===== config.mk =====
export PLATFORM = sky130hd
export DESIGN_NAME = vout_quadencoderz
export DESIGN_NICKNAME = d
export VERILOG_FILES = /design/src/rtl/vout_quadencoderz.sv
export SDC_FILE = /design/constraint.sdc
export NUM_CORES = 1
export LEC_CHECK = 0
export BUFFER_PORTS_ARGS = -buffer_cell sky130_fd_sc_hd__buf_2
export CELL_PAD_IN_SITES_DETAIL_PLACEMENT = 2
export CELL_PAD_IN_SITES_GLOBAL_PLACEMENT = 2
export CORE_MARGIN = 2
export CORE_UTILIZATION = 33
export CTS_BUF_LIST = sky130_fd_sc_hd__clkbuf_8 sky130_fd_sc_hd__clkbuf_16
export DETAILED_ROUTE_END_ITERATION = 6
export PLACE_DENSITY = 0.9
export SLEW_MARGIN = 20
export SYNTH_ARGS = -nofsm -noshare
export SYNTH_HDL_FRONTEND = slang
export SYNTH_SLANG_ARGS = --single-unit

===== constraint.sdc =====
create_clock -name clk -period 3.2 [get_ports clk]
set_input_delay 0.64 -clock clk [delete_from_list [all_inputs] [get_ports clk]]
set_output_delay 0.64 -clock clk [all_outputs]
set_load 0.02 [all_outputs]

===== src/rtl/vout_quadencoderz.sv =====
// vout_quadencoderz: quadrature encoder emulator. Turns a signed edge-period
// command into A/B/Z encoder waveforms and keeps the signed edge count that a
// decoder watching the same lines would accumulate.
//
// Build option: define VOUT_QUADENCODERZ_GATED_INDEX_EN to narrow the index
// pulse to the single A=0,B=0 state at phase 0. Left undefined, the index is
// high for the whole first quadrature cycle (phase 0..3) of each revolution.
//
// Parameters:
//   PPR        lines per revolution (4*PPR quadrature edges per rev), 1..2^24
//   MIN_PERIOD minimum clocks between edges; smaller nonzero commands clamp up
//
// Ports:
//   clk     in   system clock
//   reset   in   asynchronous reset, active-high
//   period  in   signed clocks per edge; sign = direction, 0 = stopped
//   zero    in   synchronous clear of position, phase and timer
//   quadA   out  encoder channel A (registered)
//   quadB   out  encoder channel B (registered)
//   quadZ   out  index channel (registered)
//   pos     out  signed edge count (registered)
module vout_quadencoderz #(
  parameter int unsigned PPR        = 1024,
  parameter int unsigned MIN_PERIOD = 2
) (
  input  logic               clk,
  input  logic               reset,
  input  logic signed [31:0] period,
  input  logic               zero,
  output logic               quadA,
  output logic               quadB,
  output logic               quadZ,
  output logic signed [31:0] pos
);

  localparam int unsigned PH_MAX = 4 * PPR;
  localparam int unsigned PH_W   = $clog2(PH_MAX);
  localparam logic [PH_W-1:0] PH_LAST = PH_W'(PH_MAX - 1);
  localparam logic [31:0]     MIN_MAG = 32'(MIN_PERIOD);

  logic [31:0]        timer_q, timer_d;
  logic [PH_W-1:0]    phase_q, phase_d;
  logic signed [31:0] pos_q, pos_d;
  logic               quad_a_q, quad_a_d;
  logic               quad_b_q, quad_b_d;
  logic               quad_z_q, quad_z_d;

  logic [31:0] mag_raw;
  logic [31:0] mag;
  logic        step;

  // Magnitude of the command as unsigned; -2^31 maps to 2^31 naturally.
  always_comb begin
    mag_raw = period[31] ? (~period + 32'd1) : period;
    mag     = mag_raw;
    if ((mag_raw != 32'd0) && (mag_raw < MIN_MAG)) begin
      mag = MIN_MAG;
    end
    // >= so a period shortened below the running count fires next cycle.
    step = (mag != 32'd0) && (timer_q >= (mag - 32'd1));
  end

  // Timer, phase and position next-state; zero outranks a coincident step.
  always_comb begin
    timer_d = timer_q;
    phase_d = phase_q;
    pos_d   = pos_q;
    if (zero) begin
      timer_d = 32'd0;
      phase_d = '0;
      pos_d   = 32'sd0;
    end else if (mag == 32'd0) begin
      timer_d = 32'd0;
    end else if (step) begin
      timer_d = 32'd0;
      if (period[31]) begin
        phase_d = (phase_q == '0) ? PH_LAST : (phase_q - PH_W'(1));
        pos_d   = pos_q - 32'sd1;
      end else begin
        phase_d = (phase_q == PH_LAST) ? '0 : (phase_q + PH_W'(1));
        pos_d   = pos_q + 32'sd1;
      end
    end else begin
      timer_d = timer_q + 32'd1;
    end
  end

  // Pin decode from the next phase so pins move on the same edge as phase.
  always_comb begin
    quad_a_d = 1'b0;
    quad_b_d = 1'b0;
    case (phase_d[1:0])
      2'd0:    begin quad_a_d = 1'b0; quad_b_d = 1'b0; end
      2'd1:    begin quad_a_d = 1'b1; quad_b_d = 1'b0; end
      2'd2:    begin quad_a_d = 1'b1; quad_b_d = 1'b1; end
      default: begin quad_a_d = 1'b0; quad_b_d = 1'b1; end
    endcase
`ifdef VOUT_QUADENCODERZ_GATED_INDEX_EN
    quad_z_d = (phase_d == '0);
`else
    quad_z_d = (phase_d <= PH_W'(3));
`endif
  end

  // State and output registers; reset lands at index with no partial edge.
  always_ff @(posedge clk or posedge reset) begin
    if (reset) begin
      timer_q  <= 32'd0;
      phase_q  <= '0;
      pos_q    <= 32'sd0;
      quad_a_q <= 1'b0;
      quad_b_q <= 1'b0;
      quad_z_q <= 1'b1;
    end else begin
      timer_q  <= timer_d;
      phase_q  <= phase_d;
      pos_q    <= pos_d;
      quad_a_q <= quad_a_d;
      quad_b_q <= quad_b_d;
      quad_z_q <= quad_z_d;
    end
  end

  assign quadA = quad_a_q;
  assign quadB = quad_b_q;
  assign quadZ = quad_z_q;
  assign pos   = pos_q;

endmodule

==> results of run 1 <==
cell type report:
| type | count | area, µm² |
|---|---|---|
| diodes | 1 | 2.50 |
| clock buffers | 10 | 239 |
| clock inverters | 5 | 58.8 |
| fillers | 2502 | 11300 |
| inverters | 25 | 105 |
| multi-input cells | 838 | 6550 |
| flip-flops and latches | 79 | 1980 |
| well taps | 319 | 399 |
| repair buffers | 370 | 2790 |
flip-flops by register name, summed over array words and instances (netlist names):
name and count:
quadA 1, quadZ 1, pos 32, quadB 1, timer_q 32, phase_q 12
synthesized netlist by cell type (8+ instances only):
cell / number / area share
nand2_1: 115 / 0.055
ha_1: 70 / 0.11
a211oi_1: 8 / 0.0076
and3_1: 20 / 0.016
o21bai_1: 9 / 0.0086
or2_2: 8 / 0.0063
nor2_1: 103 / 0.049
dfrtp_1: 78 / 0.25
o31ai_1: 8 / 0.0076
or3_1: 10 / 0.0079
nor4_1: 10 / 0.0079
o21ai_0: 32 / 0.020
clkbuf_1: 27 / 0.013
buf_2: 10 / 0.0063
a21o_1: 27 / 0.026
xor2_1: 58 / 0.064
inv_1: 24 / 0.011
nor3_1: 25 / 0.016
a21oi_1: 86 / 0.055
xnor2_1: 61 / 0.068
nand4_1: 20 / 0.016
a31oi_1: 12 / 0.0095
nand3_1: 35 / 0.022
nand2b_1: 10 / 0.0079
repair_timing:
action | 4_1_cts | 5_1_grt
hold buffers | 0 | 0
pin swaps | 46 | 67
buffers inserted | 26 | 36
endpoints found under the setup margin | 79 | 79
endpoints found under the hold margin | 0 | 0
gates resized for setup | 104 | 73
cloned | 1 | 1
per-layer routing:
layer / part of all wire / routed length (µm) / track usage
met2: 0.46 / 29700 / 0.773
met3: 0.090 / 5840 / 0.106
met1: 0.33 / 21200 / 0.447
met4: 0.12 / 8050 / 0.380
met5: 0.0011 / 72 / 0
kinds of logic after synthesis:
family	synth area share
compound gates	0.203
mux	0.00666
fa+ha+maj	0.113
flops	0.251
buf+inv	0.0411
simple gates	0.251
xor+xnor	0.134
worst reg2reg max path: cells and delay by family, from the launching register on:
kind	cells	cell delay, ns
AOI/OAI and AO/OA	9	2.68
xor gates and xnor gates	1	0.14
adders and majority gates	1	0.62
DFF	1	0.58
path summary, 6_finish.rpt:
kind,start,to,slack [ns],depth (start not counted)
min reg2reg,pos[7],pos[7],0.58,2
max in group asynchronous,reset,timer_q[4],1.96,3
max,period[9],pos[1],-4.59,29
max reg2reg,pos[0],pos[30],-0.95,11
min,reset,pos[19],0.37,2
min in group clk,pos[7],pos[7],0.58,2
stage by stage:
step,hold slack [ns],TNS [ns]
final,0.367,-332.36
after global routing,0.406,-349.11
after global placement,0.533,-238.38
after floorplan,0.465,-222.19
after CTS,0.397,-249.18
after detailed placement,0.554,-298.57
cell usage in the layout, fill, tap and decap left out, types with 5 or more instances in the layout:
master	n
and3_1	19
xnor2_1	56
nor2_1	79
or3_1	7
o21ai_4	6
buf_4	277
ha_1	65
buf_12	5
nor2b_1	6
or2_2	7
buf_6	18
nor3_1	20
dfrtp_1	78
a21oi_2	12
a211oi_1	6
nor4_1	8
nand2b_1	10
nor2_4	8
o21ai_0	25
buf_2	65
or4_1	5
nand3_1	32
a31oi_1	11
xor2_1	55
nand2_1	102
a21o_1	27
nor2_2	16
nand2_2	14
and2_1	5
a21oi_1	66
a21oi_4	9
clkbuf_16	10
nand4_1	20
o21bai_1	9
nor3_2	5
inv_1	19
power by group:
| part | leakage (nW) | internal, W | total, W | switching, W |
|---|---|---|---|---|
| Sequential | 1.10 | 0.00100 | 0.00101 | 0.00000569 |
| Combinational | 4.40 | 0.000355 | 0.000927 | 0.000572 |
| Clock | 0.141 | 0.000624 | 0.00116 | 0.000535 |
==> out/results.ini, run 1 <==
[placement]
post-place-ws_ns = -4.32
dp_cells = 1569
place_hpwl_um = 32500
portBuffers = 69
place.gp.congestion = 0.890
dpl-instance-area_um2 = 10500

[sta]
worst_pin_slew_ns = 1.16
hold_viol = 0
relSlewSlack = 0.217
fin_crit_sh = 2.43
maxSlewViolCount = 0
skew_ns = 0.0202
clock.fmax_ghz = 0.128
rsz0062_at_grt = true
min_period_ns = 7.79
layout_setup_ws_ns = -4.59
setup_viol = 79

[floorplan]
num_io_pins = 70
die_h_um = 159
die_area_um2 = 25200
core_area_um2 = 23500
start_util = 0.336
row_count = 56
die_w_um = 159

[yosys]
synth.net_count = 1093
synth-edff-count = 0
synthFlopType = dfrtp_1
ys_warn_count = 0
synth_cells = 987
synth.ff_latch_count = 79
synthArstFlopShare = 1.00
synth_area_um2 = 7890
seq_area_frac_synth = 0.251
synth_cell_types = 82
avgSynthCellArea_um2 = 8.00

[cells_and_area]
instances_no_fill = 1647
drive_above_1_share = 0.411
final_area_um2 = 12100
area_growth_pct = 53.6
nNetsFinal = 1429
final_util = 0.516

[clock_network]
insertion_delay_ns = 0.38
cts_tree = yes
root_buffer = clkbuf_16
cts_buffers = 9
h-tree-depth = 3
cts.sinks = 79
clk_pin_slew_ns = 0.09
clockBufferDepth = 2

[drt]
via_count = 11300
routed_via_density = 6.84
drt-total-wl_um = 64800
routedWlPerCell_um = 39.3
ant_nets = 0
drc = 0
drt_iter0_drc = 1253
drt-pass1-iter-count = 5

[worst_setup_path]
critPathMaxStageDelay_ns = 0.79
cpLargestDelayFamily = simple AND/OR/NAND/NOR gates
path_max_fanout = 10
critPathBufInv = 10
required_ns = 3.42
start_kind = input port
slowest_stage = xnor2_1
crit_type = in2reg
crit_top_cell = buf_4
end_kind = flop
cp.arrival_ns = 8.00

[global_route]
grt_usage = 0.445
grt_first_pass_wirelength_um = 80500
gr-total-overflow = 0
grt_max_degree = 53
grt_pass1_vias = 11800
antenna_found_initial = 3

[worst_hold_path]
hold_class = in2async

[power]
powerDensity_nw_per_um2 = 255
fin_total_pwr_w = 0.00309
leakage_nw = 5.64
ir_drop_uv = 226

[outcome]
status = complete, but fails checks
violations = negative setup slack

[flow_run]
cap_viol_max_count = 0

Power figures use the tool's default switching activity.
==> run 2, diff against run 1 <==
GPL_TIMING_DRIVEN = 0   (was default)
HOLD_SLACK_MARGIN = 0.1   (was default)
==> run 2 against run 1 <==
Effect of this change: the flow still finishes with violations (negative setup slack); sequential share of layout area grew 1.6 points; clock skew grew 0.0056 ns; register-to-register slack gained 0.12 ns; non-clock buffer count shrank 172; largest power group unchanged; largest cell class unchanged; clock power shrank 7%; die area is the same; via count shrank 15%; critical path type unchanged; final area shrank 9.1%; highest routed layer is now met4; critical path depth grew 7; worst hold slack lost 0.11 ns; combinational power shrank 17%.
==> out/results.ini, run 2 (same netlist as run 1, synthesis figures left out) <==
[floorplan]
die_area_um2 = 25200
start_util = 0.336
die_w_um = 159
row_count = 56
num_io_pins = 70
die_h_um = 159
core_area_um2 = 23500

[worst_setup_path]
cp.arrival_ns = 8.33
reg2regPathDepth = 12
critPathMaxStageDelay_ns = 0.50
slowest_stage = o41ai_2
cpLargestDelayFamily = simple AND/OR/NAND/NOR gates
r2r-start = pos[3]
required_ns = 3.49
r2r-end = pos[31]
end_kind = flop
critPathBufInv = 7
start_kind = input port
crit_type = in2reg
path_max_fanout = 10
crit_top_cell = buf_4
rrSetupSlack_ns = -0.83

[drt]
routedWlPerCell_um = 33.2
routed_via_density = 6.49
drt-total-wl_um = 49000
drc = 0
ant_nets = 0
drt_iter0_drc = 739
drt-pass1-iter-count = 5
via_count = 9569

[placement]
post-place-ws_ns = -5.39
place_hpwl_um = 22200
place.gp.congestion = 0.875
dp_cells = 1368
portBuffers = 61

[sta]
rsz0062_at_grt = true
setup_viol = 79
min_period_ns = 8.04
relSlewSlack = 0.210
hold_viol = 0
layout_setup_ws_ns = -4.84
clock.fmax_ghz = 0.124
setup_tns_ns = -351.79
skew_ns = 0.0258
maxSlewViolCount = 0
worst_pin_slew_ns = 1.17
fin_crit_sh = 2.51

[clock_network]
ctsHoldBuffers = 0
root_buffer = clkbuf_16
clk_pin_slew_ns = 0.09
insertion_delay_ns = 0.37
cts_buffers = 9
cts_tree = yes
cts.sinks = 79
clockBufferDepth = 2
h-tree-depth = 3

[global_route]
grt_first_pass_wirelength_um = 59300
gr-total-overflow = 0
grt_usage = 0.310
grt_pass1_vias = 9847
antenna_found_initial = 0
grt_max_degree = 56

[cells_and_area]
area_growth_pct = 39.6
fillCellCount = 2552
instances_no_fill = 1475
multi_input_area_um2 = 6620
final_util = 0.469
layout_commonest_cell = nand2_1
nNetsFinal = 1256
drive_above_1_share = 0.308
ff_latch_area_um2 = 1980
layout_common_cells = nand2_1 (109), dfrtp_1 (78), buf_4 (75)

[worst_hold_path]
hold_class = in2async

[outcome]
status = complete, but fails checks
violations = negative setup slack

[power]
leakage_nw = 4.80
powerDensity_nw_per_um2 = 259
ir_drop_uv = 199

[flow_run]
cap_viol_max_count = 0

run 2: power breakdown:
group	total [W]	leakage [nW]	switching, W	internal, W
combinational	0.000766	3.57	0.000490	0.000275
sequential	0.00101	1.10	0.00000838	0.00100
clock	0.00108	0.136	0.000528	0.000553
total	0.00286	4.80	0.00103	0.00183
run 2: how the worst max path moves through the flow:
stage,endpoint,cells past startpoint,start,slack (ns)
2_1_floorplan,quadA,30,period[9],-3.36
3_3_place_gp,quadA,28,period[31],-5.13
3_5_place_dp,quadA,28,period[31],-5.39
4_1_cts,quadA,31,period[11],-3.81
5_1_grt,pos[26],36,period[1],-4.91
6_report,quadB,36,period[1],-4.84
run 2: cell type report:
type	count	area share
diodes	1	0.000227
plain buffers	46	0.0392
repair buffers	152	0.109
inverters	25	0.00965
clock inverters	6	0.00409
multi-input cells	837	0.600
clock buffers	10	0.0217
flip-flops and latches	79	0.180
well taps	319	0.0362
run 2: what timing repair did:
action / CTS / global route
endpoints found under the hold margin: 0 / 0
setup buffers: 46 / 41
pin swaps: 40 / 65
endpoints found under the setup margin: 79 / 79
resized for setup: 77 / 159
cloned: 0 / 5
run 2: per-layer routing:
metal  GRT usage  share of wire  up-vias  wire length [µm]
met5           0              0        -                 0
met4       0.170          0.085        0              4190
met3      0.0460          0.064      289              3150
met2       0.540           0.48      586             23300
met1       0.365           0.37     4815             18400
li1            -              -     3879                 -
run 2: through the flow:
step           total power [W]  instance area (µm²)  hold slack, ns
2_1_floorplan          0.00137                 8220           0.465
3_5_place_dp           0.00154                 8960           0.542
3_3_place_gp           0.00150                 8930           0.519
5_1_grt                0.00291                11000           0.288
4_1_cts                0.00263                 9970           0.270
6_report               0.00286                11000           0.255
